**src/rtl/snake_pixel_gen_if.sv**
```systemverilog
// Purpose: bus between the snake pixel generator and its tile RAM, game logic and display stage.
// Latency: n/a (wiring only); tile_data is expected one cycle after tile_addr.
// Backpressure: none, every signal is sampled every pixel clock.
// Ports: tile_data (RAM read data), game_over (level), tile_addr (RAM address),
//        rgb (registered pixel colour), frame_tick (start-of-vblank pulse).
// master = pixel generator, slave = environment (tile RAM, game logic, display).
interface snake_pixel_gen_if;
    logic [1:0]  tile_data;
    logic        game_over;
    logic [10:0] tile_addr;
    logic [11:0] rgb;
    logic        frame_tick;

    modport master (
        input  tile_data,
        input  game_over,
        output tile_addr,
        output rgb,
        output frame_tick
    );

    modport slave (
        output tile_data,
        output game_over,
        input  tile_addr,
        input  rgb,
        input  frame_tick
    );
endinterface

```
**src/rtl/snake_pixel_gen.sv**
```systemverilog
// Purpose: raster-locked pixel colour generator for a 40x30 grid of 16x16 snake tiles.
// Latency: 2 cycles from fetch position to rgb (RAM read stage, colour stage).
// Backpressure: none, advances one pixel every clk25 cycle while rst is low.
// Ports: clk25 (pixel clock), rst (sync, active high), pix (snake_pixel_gen_if.master:
//        tile_data/game_over in, tile_addr/rgb/frame_tick out).
// Geometry parameters default to 800x525 total / 640x480 active.
module snake_pixel_gen #(
    parameter logic [11:0] COL_BG     = 12'h000,
    parameter logic [11:0] COL_BODY   = 12'h0F0,
    parameter logic [11:0] COL_HEAD   = 12'h0A0,
    parameter logic [11:0] COL_FOOD   = 12'hF00,
    parameter logic [11:0] COL_BORDER = 12'h888,
    parameter logic [11:0] COL_GRID   = 12'h222,
    parameter logic [11:0] COL_DEAD   = 12'hFF0,
    parameter bit          GRID_EN    = 1'b0,
    parameter int          H_ACTIVE   = 640,
    parameter int          H_TOTAL    = 800,
    parameter int          V_ACTIVE   = 480,
    parameter int          V_TOTAL    = 525
) (
    input  logic              clk25,
    input  logic              rst,
    snake_pixel_gen_if.master pix
);
    localparam logic [9:0] H_LAST  = 10'(H_TOTAL - 1);
    localparam logic [9:0] V_LAST  = 10'(V_TOTAL - 1);
    localparam logic [9:0] H_ACT   = 10'(H_ACTIVE);
    localparam logic [9:0] V_ACT   = 10'(V_ACTIVE);
    localparam logic [5:0] TX_LAST = 6'(H_ACTIVE / 16 - 1);
    localparam logic [4:0] TY_LAST = 5'(V_ACTIVE / 16 - 1);

    // Fetch position and per-frame state
    logic [9:0]  fx;
    logic [9:0]  fy;
    logic [3:0]  frameCnt;
    logic        deadLatch;

    // Stage 1: travels alongside the tile RAM read
    logic        s1Vld;
    logic        s1Active;
    logic        s1Border;
    logic [3:0]  s1Px;
    logic [3:0]  s1Py;

    // Stage 2: registered colour
    logic [11:0] rgbQ;
    logic [11:0] rgbNext;

    logic [5:0]  tx;
    logic [4:0]  ty;
    logic        active;
    logic        border;
    logic        lineEnd;
    logic        frameEnd;
    logic        blinkOn;

    always_comb begin
        tx       = fx[9:4];
        ty       = fy[8:4];
        active   = (fx < H_ACT) && (fy < V_ACT);
        border   = (tx == 6'd0) || (tx == TX_LAST) || (ty == 5'd0) || (ty == TY_LAST);
        lineEnd  = (fx == H_LAST);
        frameEnd = lineEnd && (fy == V_LAST);
    end

    // ty*40 + tx as two shifts and adds; blanking addresses are parked at 0.
    assign pix.tile_addr  = active ? ({1'b0, ty, 5'b0} + {3'b0, ty, 3'b0} + {5'b0, tx}) : 11'd0;
    assign pix.frame_tick = (fx == 10'd0) && (fy == V_ACT);

    always_ff @(posedge clk25) begin
        if (rst) begin
            fx        <= '0;
            fy        <= '0;
            frameCnt  <= '0;
            deadLatch <= 1'b0;
        end else begin
            if (lineEnd) begin
                fx <= '0;
                fy <= (fy == V_LAST) ? 10'd0 : fy + 10'd1;
            end else begin
                fx <= fx + 10'd1;
            end
            // game_over is sampled only at the frame boundary so a frame is never split.
            if (frameEnd) begin
                frameCnt  <= frameCnt + 4'd1;
                deadLatch <= pix.game_over;
            end
        end
    end

    always_ff @(posedge clk25) begin
        if (rst) begin
            s1Vld    <= 1'b0;
            s1Active <= 1'b0;
            s1Border <= 1'b0;
            s1Px     <= '0;
            s1Py     <= '0;
        end else begin
            s1Vld    <= 1'b1;
            s1Active <= active;
            s1Border <= border;
            s1Px     <= fx[3:0];
            s1Py     <= fy[3:0];
        end
    end

    // Blink alternates every 8 frames. The last pixels of a frame finish stage 2 after
    // frameCnt moves on, but those are always blanking pixels so the frame stays uniform.
    assign blinkOn = deadLatch & ~frameCnt[3];

    always_comb begin
        rgbNext = 12'h000;
        if (s1Vld && s1Active) begin
            if (s1Border) begin
                rgbNext = COL_BORDER;
            end else begin
                case (pix.tile_data)
                    2'd1:    rgbNext = blinkOn ? COL_DEAD : COL_BODY;
                    2'd2:    rgbNext = blinkOn ? COL_DEAD : COL_HEAD;
                    2'd3:    rgbNext = COL_FOOD;
                    default: rgbNext = (GRID_EN && ((s1Px == 4'd0) || (s1Py == 4'd0))) ? COL_GRID : COL_BG;
                endcase
            end
        end
    end

    always_ff @(posedge clk25) begin
        if (rst) begin
            rgbQ <= '0;
        end else begin
            rgbQ <= rgbNext;
        end
    end

    assign pix.rgb = rgbQ;
endmodule
```
**src/flat_wrapper.sv**
```systemverilog
// flat-port wrapper written by rule: the top's interface ports become plain ports
module snake_pixel_gen_flat 
#(
    parameter logic [11:0] COL_BG     = 12'h000,
    parameter logic [11:0] COL_BODY   = 12'h0F0,
    parameter logic [11:0] COL_HEAD   = 12'h0A0,
    parameter logic [11:0] COL_FOOD   = 12'hF00,
    parameter logic [11:0] COL_BORDER = 12'h888,
    parameter logic [11:0] COL_GRID   = 12'h222,
    parameter logic [11:0] COL_DEAD   = 12'hFF0,
    parameter bit          GRID_EN    = 1'b0,
    parameter int          H_ACTIVE   = 640,
    parameter int          H_TOTAL    = 800,
    parameter int          V_ACTIVE   = 480,
    parameter int          V_TOTAL    = 525
)
  (clk25, rst, pix_tile_data, pix_game_over, pix_tile_addr, pix_rgb, pix_frame_tick);
  snake_pixel_gen_if pix_i ();
  input  logic clk25;
  input  logic rst;
  input wire logic [$bits(pix_i.tile_data)-1:0] pix_tile_data;
  input wire logic [$bits(pix_i.game_over)-1:0] pix_game_over;
  output wire logic [$bits(pix_i.tile_addr)-1:0] pix_tile_addr;
  output wire logic [$bits(pix_i.rgb)-1:0] pix_rgb;
  output wire logic [$bits(pix_i.frame_tick)-1:0] pix_frame_tick;
  assign pix_i.tile_data = pix_tile_data;
  assign pix_i.game_over = pix_game_over;
  assign pix_tile_addr = pix_i.tile_addr;
  assign pix_rgb = pix_i.rgb;
  assign pix_frame_tick = pix_i.frame_tick;
  snake_pixel_gen #(.COL_BG(COL_BG), .COL_BODY(COL_BODY), .COL_HEAD(COL_HEAD), .COL_FOOD(COL_FOOD), .COL_BORDER(COL_BORDER), .COL_GRID(COL_GRID), .COL_DEAD(COL_DEAD), .GRID_EN(GRID_EN), .H_ACTIVE(H_ACTIVE), .H_TOTAL(H_TOTAL), .V_ACTIVE(V_ACTIVE), .V_TOTAL(V_TOTAL)) u_core (.clk25(clk25), .rst(rst), .pix(pix_i));
endmodule
```
**config.mk**
```make
export PLATFORM = sky130hd
export DESIGN_NAME = snake_pixel_gen_flat
export DESIGN_NICKNAME = d
export VERILOG_FILES = /design/src/rtl/snake_pixel_gen_if.sv /design/src/rtl/snake_pixel_gen.sv /design/src/flat_wrapper.sv
export SDC_FILE = /design/constraint.sdc
export NUM_CORES = 1
export LEC_CHECK = 0
export ABC_AREA = 1
export CAP_MARGIN = 20
export CORE_ASPECT_RATIO = 0.5
export CORE_MARGIN = 3
export CORE_UTILIZATION = 50
export CTS_CLUSTER_SIZE = 10
export DETAILED_ROUTE_END_ITERATION = 7
export GPL_TIMING_DRIVEN = 0
export HOLD_SLACK_MARGIN = 0.08
export PLACE_DENSITY = 0.77
export SETUP_SLACK_MARGIN = 0.15
export SYNTH_ARGS = -nofsm -noshare
export SYNTH_HDL_FRONTEND = slang
export SYNTH_SLANG_ARGS = --single-unit
```
**constraint.sdc**
```tcl
create_clock -name clk25 -period 2.5 [get_ports clk25]
set_input_delay 0.5 -clock clk25 [delete_from_list [all_inputs] [get_ports clk25]]
set_output_delay 0.5 -clock clk25 [all_outputs]
set_load 0.05 [all_outputs]
```
Word-level counts from Yosys, hierarchy flattened --
Index checks and enable logic that the tools add are counted.
Cells by class: add/subtract/negate cells 5, order comparisons 2, equality and inequality tests 8, mux-type cells 7, bitwise gates (word level) 3, reduce and logical (&&, ||, !) cells 13
Operators with widths (count):
- 2-to-1 mux 12 bit | 3
- one-hot mux 12 bit (3 select lines) | 1
- adder 10 x 1 -> 10 bit (second input constant) | 2
- == test 10 bit (second input constant) | 2
- adder 10 x 8 -> 11 bit | 1
- adder 11 x 6 -> 11 bit | 1
- 2-to-1 mux 11 bit | 1
- == test 10 x 9 -> 1 bit (second input constant) | 1
- logical NOT 10 bit | 1
- < comparator 10 bit (second input constant) | 1
- < comparator 10 x 9 -> 1 bit (second input constant) | 1
- 2-to-1 mux 10 bit | 1
- == test 6 bit (second input constant) | 1
- logical NOT 6 bit | 1
- == test 5 bit (second input constant) | 1
- logical NOT 5 bit | 1
- adder 4 x 1 -> 4 bit (second input constant) | 1
- == test 2 bit (second input constant) | 2
- logical AND 1 bit | 4
- OR reduction 2 bit | 2
- logical OR 1 bit | 3
- OR reduction 3 bit | 1
- == test 2 x 1 -> 1 bit (second input constant) | 1
- NOT 1 bit | 2
- 2 further kinds | 2
Word-level totals: register bits after elaboration 40, bits of input ports 5, output and inout port bits 24

Logic depth before layout (Yosys ltp) --
depth after elaboration 5, depth in mapped cells 11

Worst setup path after synthesis --
No wires, ideal clock.
path kind register to output, from register u_core.fy[4], to output port pix_tile_addr[10], data arrival time 2859 ps, slack -859 ps, stages on the path, launching flop included 9, path buffers 0, path through dfxtp_1 inv_1 fa_1 fa_1 inv_1 nand3_1 nand2_1 a21oi_1 nor3_1
On the way: longest elaborated chain between the ends 3
Ends and longest elaborated chain:
- from (decl) | line snake_pixel_gen.sv:34 | logic [9:0] fy;
- from (signal assigned) | line snake_pixel_gen.sv:79 | fy <= (fy == V_LAST) ? 10'd0 : fy + 10'd1;
- adder 10 x 8 -> 11 bit or < comparator 10 x 9 -> 1 bit (tied branches) | line snake_pixel_gen.sv:67, snake_pixel_gen.sv:60
- adder 11 x 6 -> 11 bit or logical AND 1 bit (tied branches) | line snake_pixel_gen.sv:67, snake_pixel_gen.sv:60
- 2-to-1 mux 11 bit * | line snake_pixel_gen.sv:67 | assign pix.tile_addr = active ? ({1'b0, ty, 5'b0} + {3'b0, ty, 3'b0} + {5'b0, tx}) : 11'd0;
- to (decl) | line flat_wrapper.sv:23 | output wire logic [$bits(pix_i.tile_addr)-1:0] pix_tile_addr;
Mark *: on every way between the ends. The rest lies on a longest branch, timed or not.

Final worst setup path --
Same ends and word-level chain as after synthesis.

==> impl_metrics.toml <==
[power]
internal-power_uw = 763
power.leakage_uw = 0.00124
seqPwrFrac_pct = 53.6
peakVddDrop_mv = 0.210
combPwrFrac_pct = 7.1
switching_power_uw = 267
pwr-share-clk_pct = 39.3
switching_share_pct = 25.9
total_power_uw = 1030
p_per_area_mw_per_mm2 = 366

[drt]
first_pass_iters = 5
drt_iter0_markers = 202
vias = 2140
drc = 0
routedWlPerCell_microns = 13.4
antenna_left = 0
vias_per_cell = 5.28
drt-total-wl_microns = 5440

[floorplanning]
fp.dieW_microns = 99.0
initial_utilization_pct = 53.7
num_rows = 16
die_area_sq_mm = 0.00519
core_area_sq_mm = 0.00402
die_height_microns = 52.5
io_pins = 29

[hold_path]
hold-path-cell-count = 1
worstHoldPathType = "reg -> reg"
hold_start = "u_core.fx[0]"
hold_path_end = "u_core.fx[0]"

[critical_path]
r2r_end = "u_core.fy[5]"
r2r_slack_ns = 0.86
slowest_stage = "fa_2"
start_kind = "flip-flop"
reg2reg_depth = 8
endpoint_kind = "output pin"
path_class = "reg -> out"
worstPathArrival_ns = 2.31
crit_top_cell = "fa_2"
path_max_fanout = 2
worst_ep_required_time_ns = 2.00
worstReg2RegStart = "u_core.fx[0]"
cpPeakStageDelay_ns = 0.48
crit_chain = "inv_4 -> fa_2 -> fa_2 -> inv_2 -> nand3_2 -> nand2_2 -> a21oi_4 -> nor3_4 -> buf_6"

[clock_network]
clock_sinks = 34
cts_buffer_depth = 2
clk_latency_ns = 0.30
cts.htree.levels = 2
numCtsBuffers = 5
clockRootBuffer = "clkbuf_8"
cts_tree = "built"
clk_pin_slew_ns = 0.07
postCtsHoldBufs = 0

[sta]
setup_viol = 6
max_freq_ghz = 0.356
min_period_ns = 2.81
finalHoldViolCount = 0
fin_crit_sh_pct = 112
rsz0062_at_grt = "yes"
layout_setup_ws_ns = -0.306
fin_skew_ns = 0.00785
drv_slew = 0
relSlewSlack_pct = 66.7
worstMarginPinSlew_ns = 0.498

[cells_and_area]
drive_gt1_share_pct = 27.1
diodes = 0
num-fill-cells = 327
area_growth_pct = 30.3
regArea_sq_um = 698
nNetsFinal = 375
final_util_pct = 70.0
instances_no_fill = 405
multi_input_comb_area_sq_mm = 0.00142
final_area_sq_mm = 0.00282

[yosys]
synth_edf_count = 0
ys_types = 32
syn_area_sq_mm = 0.00216
yosysWarnings = 0
netlist_instances = 307
syn_avg_cell_area_sq_um = 7.04
synth_flop_cell = "dfxtp_1"
synthArstFlopShare_pct = 0
seq_area_frac_synth_pct = 31.5
synth_seq_cells = 34

[run_status]
violations = "setup timing"
status = "finished with violations"

[placement]
dpl-instance-area_sq_mm = 0.00253
dp_cells = 387
post-place-ws_ns = -0.716
dp_hpwl_microns = 3630
io_buffers = 24
gp_congestion = 0.953

[grt]
antenna_found_initial = 0
grt_pass1_wl_microns = 8960
grt_pass1_vias = 2010
overflow = 0
grt_max_degree = 11
gr-usage-all-layers_pct = 21.7

[job]
maxCapViolations = 0
## synth_stat cells (all sizes together) (3+ instances only)
cell	number	area, sq um
o21ai	3	18.8
nor2	58	253
buf	9	65.1
nor3	7	51.3
a21oi	17	85.1
xor2	4	35.0
nand3	25	130
ha	18	225
inv	44	165
nand2	64	253
nand4	12	87.6
dfxtp	34	681
## logic make-up after synthesis
group | after synthesis | synth area share (%)
compound gates | 24 | 6.08
xor+xnor | 6 | 2.43
fa+ha+maj | 20 | 12.3
buf+inv | 53 | 10.7
flops | 34 | 31.5
other cells | 1 | 0.174
simple gates | 169 | 36.9
## critical path: cells and delay by family, from the launching register on
kind | cells | cell delay, ns
fa+ha+maj | 2 | 0.87
flops | 1 | 0.38
compound gates | 1 | 0.07
buf+inv | 3 | 0.30
simple gates | 3 | 0.39
## worst max path at each step
| stage | from | to | slack, ns |
|---|---|---|---|
| 3_5_place_dp | u_core.fy[4] | pix_tile_addr[9] | -0.72 |
| 6_report | u_core.fy[4] | pix_tile_addr[10] | -0.31 |
| 3_3_place_gp | u_core.fy[4] | pix_tile_addr[9] | -0.66 |
| 2_1_floorplan | u_core.fy[4] | pix_tile_addr[10] | -0.01 |
| 5_1_grt | u_core.fy[4] | pix_tile_addr[10] | -0.37 |
| 4_1_cts | u_core.fy[4] | pix_tile_addr[9] | -0.23 |
## routing by layer
metal / vias up / track usage [%] / part of all wire (%)
met5: - / 0 / 0
met4: 0 / 6.35 / 1.2
met3: 9 / 4.91 / 6.7
met2: 94 / 39.2 / 48
met1: 974 / 26.3 / 44
li1: 1063 / - / -
## cell usage in the layout, fill, tap and decap left out, drive strengths merged
cell type,count
o21ai,3
xnor2,2
fa,2
conb,3
a21oi,17
xor2,4
nor3,7
o21bai,2
dfxtp,34
a31oi,1
clkinv,2
nand4,12
nor4b,1
nand2,64
nor3b,1
ha,18
buf,30
inv,44
nor4,1
nor2,58
clkdlybuf4s50,12
clkbuf,7
o22ai,1
nand3,25
## timing repair
action / in CTS / in global routing
pin swaps: 13 / 7
cloned: 0 / 0
resized for setup: 95 / 16
setup endpoints to repair: 12 / 8
buffers inserted: 6 / 4
## registers in the layout, summed over array words and instances, names as in the netlist
name,flops
u_core.fx,10
u_core.fy,10
u_core.pix.rgb,6
u_core.frameCnt,4
u_core.deadLatch,1
u_core.s1Active,1
u_core.s1Border,1
u_core.s1Vld,1
## power groups by stage
stage | Sequential (uW) | Clock, uW | Combinational (uW)
after floorplan | 573 | 0 | 45.6
after global placement | 565 | 0 | 71.1
after detailed placement | 566 | 0 | 73.2
after CTS | 552 | 401 | 73.5
after global routing | 554 | 428 | 80.3
final | 552 | 405 | 73.4
## layout make-up
| class | instances | area share (%) |
|---|---|---|
| Clock buffer | 6 | 2.58 |
| Tap cell | 54 | 2.40 |
| Buffer | 9 | 2.44 |
| Clock inverter | 2 | 0.311 |
| Sequential cell | 34 | 24.8 |
| Inverter | 44 | 6.04 |
| Timing Repair Buffer | 34 | 11.0 |
| Multi-Input combinational cell | 222 | 50.4 |
## per-stage QoR
step	hold slack, ns	TNS, ns
floorplan	0.430	-0.0122
global placement	0.445	-3.69
detailed placement	0.450	-4.09
CTS	0.467	-0.969
global route	0.487	-1.76
finish	0.465	-1.37
No activity file was read; power rests on OpenSTA's default activity.
